### src/rtl/repetition_memory_scrubber.sv
// repetition_memory_scrubber
//   Background scrubber for a memory whose words hold REPETITION copies of a
//   DATA_WIDTH-bit value. It walks the address space, reads each block,
//   majority-votes it and writes the corrected block back when any copy
//   disagrees. The memory port is shared with the functional path through a
//   request/grant handshake. Functional writes are snooped so that a stale
//   writeback never overwrites newer data.
//
// Ports
//   clock, resetn         clock, asynchronous active-low reset
//   enable                scrubbing enabled
//   memory_request/grant  port handshake (grant ignored without request)
//   memory_write          1 = write, 0 = read (valid with memory_request)
//   memory_address        access address (scrub pointer)
//   memory_write_block    corrected block for the writeback
//   memory_read_block     read data, valid the cycle after a granted read
//   snoop_write_*         functional write observed on the port
//   clear_count           synchronous clear of error_count
//   error_detected        1-cycle pulse per block with disagreeing copies
//   error_address         address of the most recent error (held)
//   error_count           saturating error event counter
//   pass_done             1-cycle pulse when the pointer wraps to 0
//   busy                  high in READ, CHECK or WRITE

// Per-bit vote across REPETITION copies. Ties (even REPETITION) resolve to 0.
module repetition_bit_vote #(
    parameter int REPETITION = 3
) (
    input  logic [REPETITION-1:0] copies,
    output logic                  voted,
    output logic                  mismatch
);
    localparam int CW = $clog2(REPETITION + 1);

    logic [CW-1:0] ones;

    always_comb begin
        ones = '0;
        for (int k = 0; k < REPETITION; k++) begin
            ones = ones + {{(CW-1){1'b0}}, copies[k]};
        end
    end

    assign voted    = (ones > CW'(REPETITION / 2));
    assign mismatch = !(&copies) && (|copies);
endmodule

module repetition_memory_scrubber #(
    parameter int DATA_WIDTH     = 8,
    parameter int REPETITION     = 3,
    parameter int DEPTH          = 16,
    parameter int ADDRESS_WIDTH  = $clog2(DEPTH),
    parameter int SCRUB_INTERVAL = 256,
    parameter int COUNTER_WIDTH  = 16
) (
    input  logic                             clock,
    input  logic                             resetn,
    input  logic                             enable,
    output logic                             memory_request,
    input  logic                             memory_grant,
    output logic                             memory_write,
    output logic [ADDRESS_WIDTH-1:0]         memory_address,
    output logic [REPETITION*DATA_WIDTH-1:0] memory_write_block,
    input  logic [REPETITION*DATA_WIDTH-1:0] memory_read_block,
    input  logic                             snoop_write_valid,
    input  logic [ADDRESS_WIDTH-1:0]         snoop_write_address,
    input  logic                             clear_count,
    output logic                             error_detected,
    output logic [ADDRESS_WIDTH-1:0]         error_address,
    output logic [COUNTER_WIDTH-1:0]         error_count,
    output logic                             pass_done,
    output logic                             busy
);
    localparam int BW = REPETITION * DATA_WIDTH;
    localparam int IW = (SCRUB_INTERVAL > 0) ? $clog2(SCRUB_INTERVAL + 1) : 1;
    localparam logic [IW-1:0]            RELOAD    = IW'(SCRUB_INTERVAL);
    localparam logic [ADDRESS_WIDTH-1:0] LAST_ADDR = ADDRESS_WIDTH'(DEPTH - 1);

    typedef enum logic [2:0] {
        ST_IDLE,
        ST_WAIT,
        ST_READ,
        ST_CHECK,
        ST_WRITE
    } state_t;

    state_t                     state, state_nxt;
    logic [ADDRESS_WIDTH-1:0]   addr, addr_nxt;
    logic [IW-1:0]              icnt, icnt_nxt;
    logic                       cancel_q, cancel_nxt;
    logic [BW-1:0]              wblk, wblk_nxt;
    logic                       err_det_nxt;
    logic [ADDRESS_WIDTH-1:0]   err_addr, err_addr_nxt;
    logic [COUNTER_WIDTH-1:0]   err_cnt, err_cnt_nxt;
    logic                       pass_nxt;
    logic                       inc;
    logic                       advance;

    logic [DATA_WIDTH-1:0]      voted;
    logic [DATA_WIDTH-1:0]      bit_err;
    logic                       snoop_hit;

    // Vote each bit position across its copies.
    for (genvar b = 0; b < DATA_WIDTH; b++) begin : g_vote
        logic [REPETITION-1:0] bit_copies;
        for (genvar k = 0; k < REPETITION; k++) begin : g_copy
            assign bit_copies[k] = memory_read_block[k*DATA_WIDTH + b];
        end
        repetition_bit_vote #(.REPETITION(REPETITION)) u_vote (
            .copies  (bit_copies),
            .voted   (voted[b]),
            .mismatch(bit_err[b])
        );
    end

    assign snoop_hit = snoop_write_valid && (snoop_write_address == addr);

    // A snoop hit during WRITE abandons the writeback in that same cycle so
    // a coincident grant cannot push stale data over the functional write.
    assign memory_request     = (state == ST_READ) || ((state == ST_WRITE) && !snoop_hit);
    assign memory_write       = (state == ST_WRITE);
    assign memory_address     = addr;
    assign memory_write_block = wblk;
    assign error_address      = err_addr;
    assign error_count        = err_cnt;
    assign busy               = (state == ST_READ) || (state == ST_CHECK) || (state == ST_WRITE);

    always_comb begin
        state_nxt    = state;
        addr_nxt     = addr;
        icnt_nxt     = icnt;
        cancel_nxt   = cancel_q;
        wblk_nxt     = wblk;
        err_det_nxt  = 1'b0;
        err_addr_nxt = err_addr;
        pass_nxt     = 1'b0;
        inc          = 1'b0;
        advance      = 1'b0;

        case (state)
            ST_IDLE: begin
                icnt_nxt   = RELOAD;
                cancel_nxt = 1'b0;
                if (enable) state_nxt = ST_WAIT;
            end
            ST_WAIT: begin
                if (!enable) begin
                    state_nxt = ST_IDLE;
                    icnt_nxt  = RELOAD;
                end else if (icnt == '0) begin
                    state_nxt = ST_READ;
                    icnt_nxt  = RELOAD;
                end else begin
                    icnt_nxt = icnt - IW'(1);
                end
            end
            ST_READ: begin
                if (memory_grant) begin
                    cancel_nxt = snoop_hit;
                    state_nxt  = ST_CHECK;
                end
            end
            ST_CHECK: begin
                if (|bit_err) begin
                    err_det_nxt  = 1'b1;
                    err_addr_nxt = addr;
                    inc          = 1'b1;
                    if (cancel_q || snoop_hit) begin
                        advance = 1'b1;
                    end else begin
                        wblk_nxt  = {REPETITION{voted}};
                        state_nxt = ST_WRITE;
                    end
                end else begin
                    advance = 1'b1;
                end
            end
            ST_WRITE: begin
                if (snoop_hit || memory_grant) advance = 1'b1;
            end
            default: state_nxt = ST_IDLE;
        endcase

        if (advance) begin
            cancel_nxt = 1'b0;
            pass_nxt   = (addr == LAST_ADDR);
            addr_nxt   = (addr == LAST_ADDR) ? '0 : addr + ADDRESS_WIDTH'(1);
            state_nxt  = enable ? ST_WAIT : ST_IDLE;
        end

        // Clear takes effect first; a coincident new error still counts.
        if (clear_count) begin
            err_cnt_nxt = inc ? COUNTER_WIDTH'(1) : '0;
        end else if (inc && (err_cnt != '1)) begin
            err_cnt_nxt = err_cnt + COUNTER_WIDTH'(1);
        end else begin
            err_cnt_nxt = err_cnt;
        end
    end

    always_ff @(posedge clock or negedge resetn) begin
        if (!resetn) begin
            state          <= ST_IDLE;
            addr           <= '0;
            icnt           <= RELOAD;
            cancel_q       <= 1'b0;
            wblk           <= '0;
            error_detected <= 1'b0;
            err_addr       <= '0;
            err_cnt        <= '0;
            pass_done      <= 1'b0;
        end else begin
            state          <= state_nxt;
            addr           <= addr_nxt;
            icnt           <= icnt_nxt;
            cancel_q       <= cancel_nxt;
            wblk           <= wblk_nxt;
            error_detected <= err_det_nxt;
            err_addr       <= err_addr_nxt;
            err_cnt        <= err_cnt_nxt;
            pass_done      <= pass_nxt;
        end
    end
endmodule

### config.mk
export PLATFORM = sky130hd
export DESIGN_NAME = repetition_memory_scrubber
export DESIGN_NICKNAME = d
export VERILOG_FILES = /design/src/rtl/repetition_memory_scrubber.sv
export SDC_FILE = /design/constraint.sdc
export NUM_CORES = 1
export LEC_CHECK = 0
export BUFFER_PORTS_ARGS = -buffer_cell sky130_fd_sc_hd__buf_2
export CORE_ASPECT_RATIO = 2
export CORE_MARGIN = 1
export CORE_UTILIZATION = 55
export DETAILED_ROUTE_END_ITERATION = 8
export PLACE_DENSITY = 0.85
export SYNTH_ARGS = -nofsm -noshare
export SYNTH_HDL_FRONTEND = slang
export SYNTH_SLANG_ARGS = --single-unit
export TNS_END_PERCENT = 50
### constraint.sdc
create_clock -name clock -period 2.9 [get_ports clock]
set_input_delay 0.58 -clock clock [delete_from_list [all_inputs] [get_ports clock]]
set_output_delay 0.58 -clock clock [all_outputs]
set_load 0.1 [all_outputs]
; Word-level counts from Yosys, hierarchy flattened
; Cells that the tools add are included.
[totals]
regBits = 63
word_cells = 127
input_bits = 34
out_inout_bits = 53
[op_classes]
addsub = 19
n_reduce_logical = 51
eq_ne = 13
bitwise = 1
n_mux = 26
n_lt_le_gt_ge = 8
[ops]
columns = cell, count
row1 = two-way mux 16 bit, 2
row2 = AND reduction 3 bit, 9
row3 = OR reduction 3 bit, 8
row4 = two-way mux 3 bit, 7
row5 = two-way mux 9 bit, 2
row6 = one-hot mux 9 bit (2 select lines), 1
row7 = adder 1 x 1 -> 2 bit, 8
row8 = adder 16 x 1 -> 16 bit (second input constant), 1
row9 = adder 2 x 1 -> 2 bit, 8
row10 = > comparator 2 x 1 -> 1 bit (second input constant), 8
row11 = != test 16 bit (second input constant), 1
row12 = one-hot mux 3 bit (5 select lines), 1
row13 = logical AND 1 bit, 11
row14 = two-way mux 1 bit, 10
row15 = zero test 1 bit, 9
row16 = zero test 9 bit, 1
row17 = != test 3 bit (second input constant), 3
row18 = subtractor 9 x 1 -> 9 bit (second input constant), 1
row19 = OR reduction 8 bit, 1
row20 = == test 3 x 2 -> 1 bit (second input constant), 2
row21 = AND reduction 6 bit, 1
row22 = logical OR 1 bit, 5
row23 = adder 4 x 1 -> 4 bit (second input constant), 1
row24 = == test 4 bit, 1
row25 = other kinds (13), 16

; Longest topological paths before layout
[depth]
depth_word = 9
ltp_mapped = 9
mapped_depth_nobuf = 8

; Cells and area by module
; Synthesis repeated with hierarchy kept, for this count alone.
[hier_totals]
cells_unflattened = 279
hier_area_um2 = 2788.9
[by_module_without_submodules]
columns = module, cells_each, instances, area_per_inst_um2
row1 = repetition_memory_scrubber, 239, 1, 2508.7
row2 = repetition_bit_vote, 5, 8, 35.0

; Worst setup path after synthesis
; No wires, ideal clock.
[synth_path]
path_kind = flip-flop to output port
start = register state[1]
end = output busy
path_buffers = 1
path_stages_with_launch = 4
arrival_ns = 3.942
required_time_ns = 2.320
path_slack_ns = -1.622
cell_sequence = dfrtp_1 > clkbuf_1 > nor3b_1 > nand2b_1
[synth_rtl]
columns = element, line
row1 = from (decl), 87  ; state_t state, state_nxt;
row2 = from (signal assigned), 213  ; state <= state_nxt;
row3 = == test 3 bit, -
row4 = named net memory_write, 61  ; output logic memory_write,
row5 = logical OR 1 bit, 126  ; assign busy = (state == ST_READ) || (state == ST_CHECK) || (state == ST_WRITE);
row6 = to (decl), 72  ; output logic busy
; The timed path passes the listed nets, and every way through them passes these cells.

; Final worst setup path
[layout_path]
start = register addr[0], in the netlist memory_address[0]
end = output memory_request
[layout_between]
elab_chain_cells = 5
[layout_lines]
columns = element, line
row1 = from (decl), 88  ; logic [ADDRESS_WIDTH-1:0] addr, addr_nxt;
row2 = from (signal assigned), 214  ; addr <= addr_nxt;
row3 = == test 4 bit, 116  ; assign snoop_hit = snoop_write_valid && (snoop_write_address == addr);
row4 = logical AND 1 bit, 116
row5 = zero test 1 bit, 120  ; assign memory_request = (state == ST_READ) || ((state == ST_WRITE) && !snoop_hit);
row6 = logical AND 1 bit, 120
row7 = logical OR 1 bit, 120
row8 = to (decl), 59  ; output logic memory_request,
; No other way between the ends.

==> metrics.cfg <==
[outcome]
status = completed

[detailed_routing]
ant_nets = 0
wirelength_um = 6233
vias = 2502
wire_per_inst_um = 14.43
drtIter0Drc = 40
drcViolationCount = 0
firstDrtPassIters = 4
drt-vias-per-instance = 5.792

[yosys]
yosys.area.top_type = dfrtp_1
ys_seq_elements = 47
synth_edf_count = 0
yosysSeqAreaShare_pct = 42.22
syn_nets = 346
synthCells = 301
synthFlopType = dfrtp_1
synth_most_common_cell = dfrtp_1
synthTopCellsByCount = 46 x dfrtp_1, 28 x nor2_1, 20 x a21oi_1
avgSynthCellArea_um2 = 9.266
synth_area_um2 = 2789
yosys.area.top_type_share_pct = 41.27
synth.top_cells.by_area = dfrtp_1 41%, ha_1 4.9%, buf_4 4.3%
synth.distinct_cells = 55
synthArstFlopShare_pct = 100.0
synth_warnings = 0

[finish]
instances_no_fill = 432
fillers = 406
regArea_um2 = 1182
multi_input_area_um2 = 1426
fin_util_pct = 67.93
final_nets = 419
drive_above_1_share_pct = 31.73
area_growth_pct = 18.48
antennaDiodeCount = 0

[timing]
max_freq_mhz = 374.3
slew_viol_final = 0
relSlewSlack_pct = 64.64
rsz0062_at_grt = false
setup_viol = 0
fin_crit_sh_pct = 92.13
tightest_slew_ns = 0.5282
setup_ws_ns = 0.2282
skew_ns = 0.008614
hold_viol = 0
fin_crit_ns = 2.672

[critical_path]
path_class = reg -> out
crit-reg2reg-launch = icnt[0]
rrSetupSlack_ns = 0.69
crit_path_start = memory_address[0]
crit_path_end_kind = output port
critPathMaxStageDelay_ns = 0.49
required_ns = 2.32
crit_fanout = 6
path_buf_inv = 2
crit_cells = 6
worstReg2RegEnd = icnt[3]
arrival_ns = 2.09
cpMaxStageDelayCell = or3b_2
cp_top_family = simple AND/OR/NAND/NOR gates
crit_chain = inv_1, o21ai_0, nor4b_4, or3b_2, a21oi_4, buf_12
endpoint = memory_request
crit_path_start_kind = flip-flop
r2r_cells = 8

[min_path]
holdCritPathClass = in -> async

[grt]
grt.overflow.total = 0
grt_pass1_wl_um = 9791
grt_start_max_net_pins = 22
antenna_found_initial = 0
grt_pass1_vias = 2298
grt.total_usage_pct = 24.39

[clocking]
cts_buffer_depth = 2
post_cts_resize_count = 0
clock_sinks = 47
cts_hold_buf = 0
clk_latency_ns = 0.30
cts_made_buffers = 5
htree_levels = 2
clkTransAtPathRegs_ns = 0.09
tritoncts = yes
post_cts_buffers = 0
cts-root-buf = clkbuf_8

[placement]
placed_cells_incl_taps = 424
pre_cts_slack_ns = 0.3411
gp_congestion = 0.8225
io_buffer_count = 86
hpwl_um = 4970

[floorplanning]
start_util_pct = 57.33
dieArea_um2 = 5377
die-width_um = 52.35
rows = 36
core_area_um2 = 4865
die-height_um = 102.7
ioPinCount = 87

[run]
max_cap_violations = 0

[cells by family (layout without fill, tap and decap cells)]
logic type	count (synthesis)	after routing	share of synthesized area, %
AND/OR/NAND/NOR	125	125	25.30
AO/OA/AOI/OAI	66	66	14.58
flip-flops	47	47	42.22
buffers and inverters	36	110	7.447
adder cells (fa/ha/maj)	11	11	4.935
XOR/XNOR	11	11	3.455
multiplexers	5	5	2.064
[flip-flops by register name, indices dropped and copies added (netlist names)]
name	count
error_count	16
icnt	9
memory_write_block	8
error_address	4
memory_address	4
state	3
cancel_q	1
error_detected	1
pass_done	1
[cells in the final DEF, fill, tap and decap left out, drive strengths merged, types with 8 or more instances in the layout]
cell type,instances
clkbuf,8
o21ai,24
nor3,16
buf,91
and3,12
ha,11
xnor2,9
nor2,29
dfrtp,46
inv,11
nand2b,8
a21oi,20
nand2,18
nand3,14
[metrics by stage]
stage                     hold WS [ns]  setup TNS (ns)  area (um^2)
after floorplan                 0.2844        -0.07809         2816
after global placement          0.4576               0         3204
after detailed placement        0.4746               0         3204
after CTS                       0.1757               0         3304
after global routing            0.1972               0         3304
final                           0.1770               0         3304
[metal layers]
metal,up-vias,wire length (um),share of wire (%),GRT usage [%]
met5,-,0,0,0
met4,0,142,2.3,11.13
met3,12,317,5.1,4.130
met2,79,3565,57,46.64
met1,1198,2207,35,24.16
li1,1213,-,-,-
[cell type report]
class	instances	area share [%]
multi-input cells	218	43.17
flip-flops and latches	47	35.78
repair buffers	91	14.62
inverters	11	1.250
well taps	57	2.158
clock buffers	8	3.029
[how the worst min path moves through the flow]
stage	from	end	slack, ns	cells past startpoint
2_1_floorplan	resetn	cancel_q	0.28	0
3_3_place_gp	error_address[2]	error_address[2]	0.46	2
3_5_place_dp	error_address[2]	error_address[2]	0.47	2
4_1_cts	resetn	icnt[0]	0.18	1
5_1_grt	resetn	state[2]	0.20	1
6_report	resetn	icnt[0]	0.18	1
Power is not shown: default switching activity piles up to over one toggle a cycle in this logic, so the estimate is an artifact.
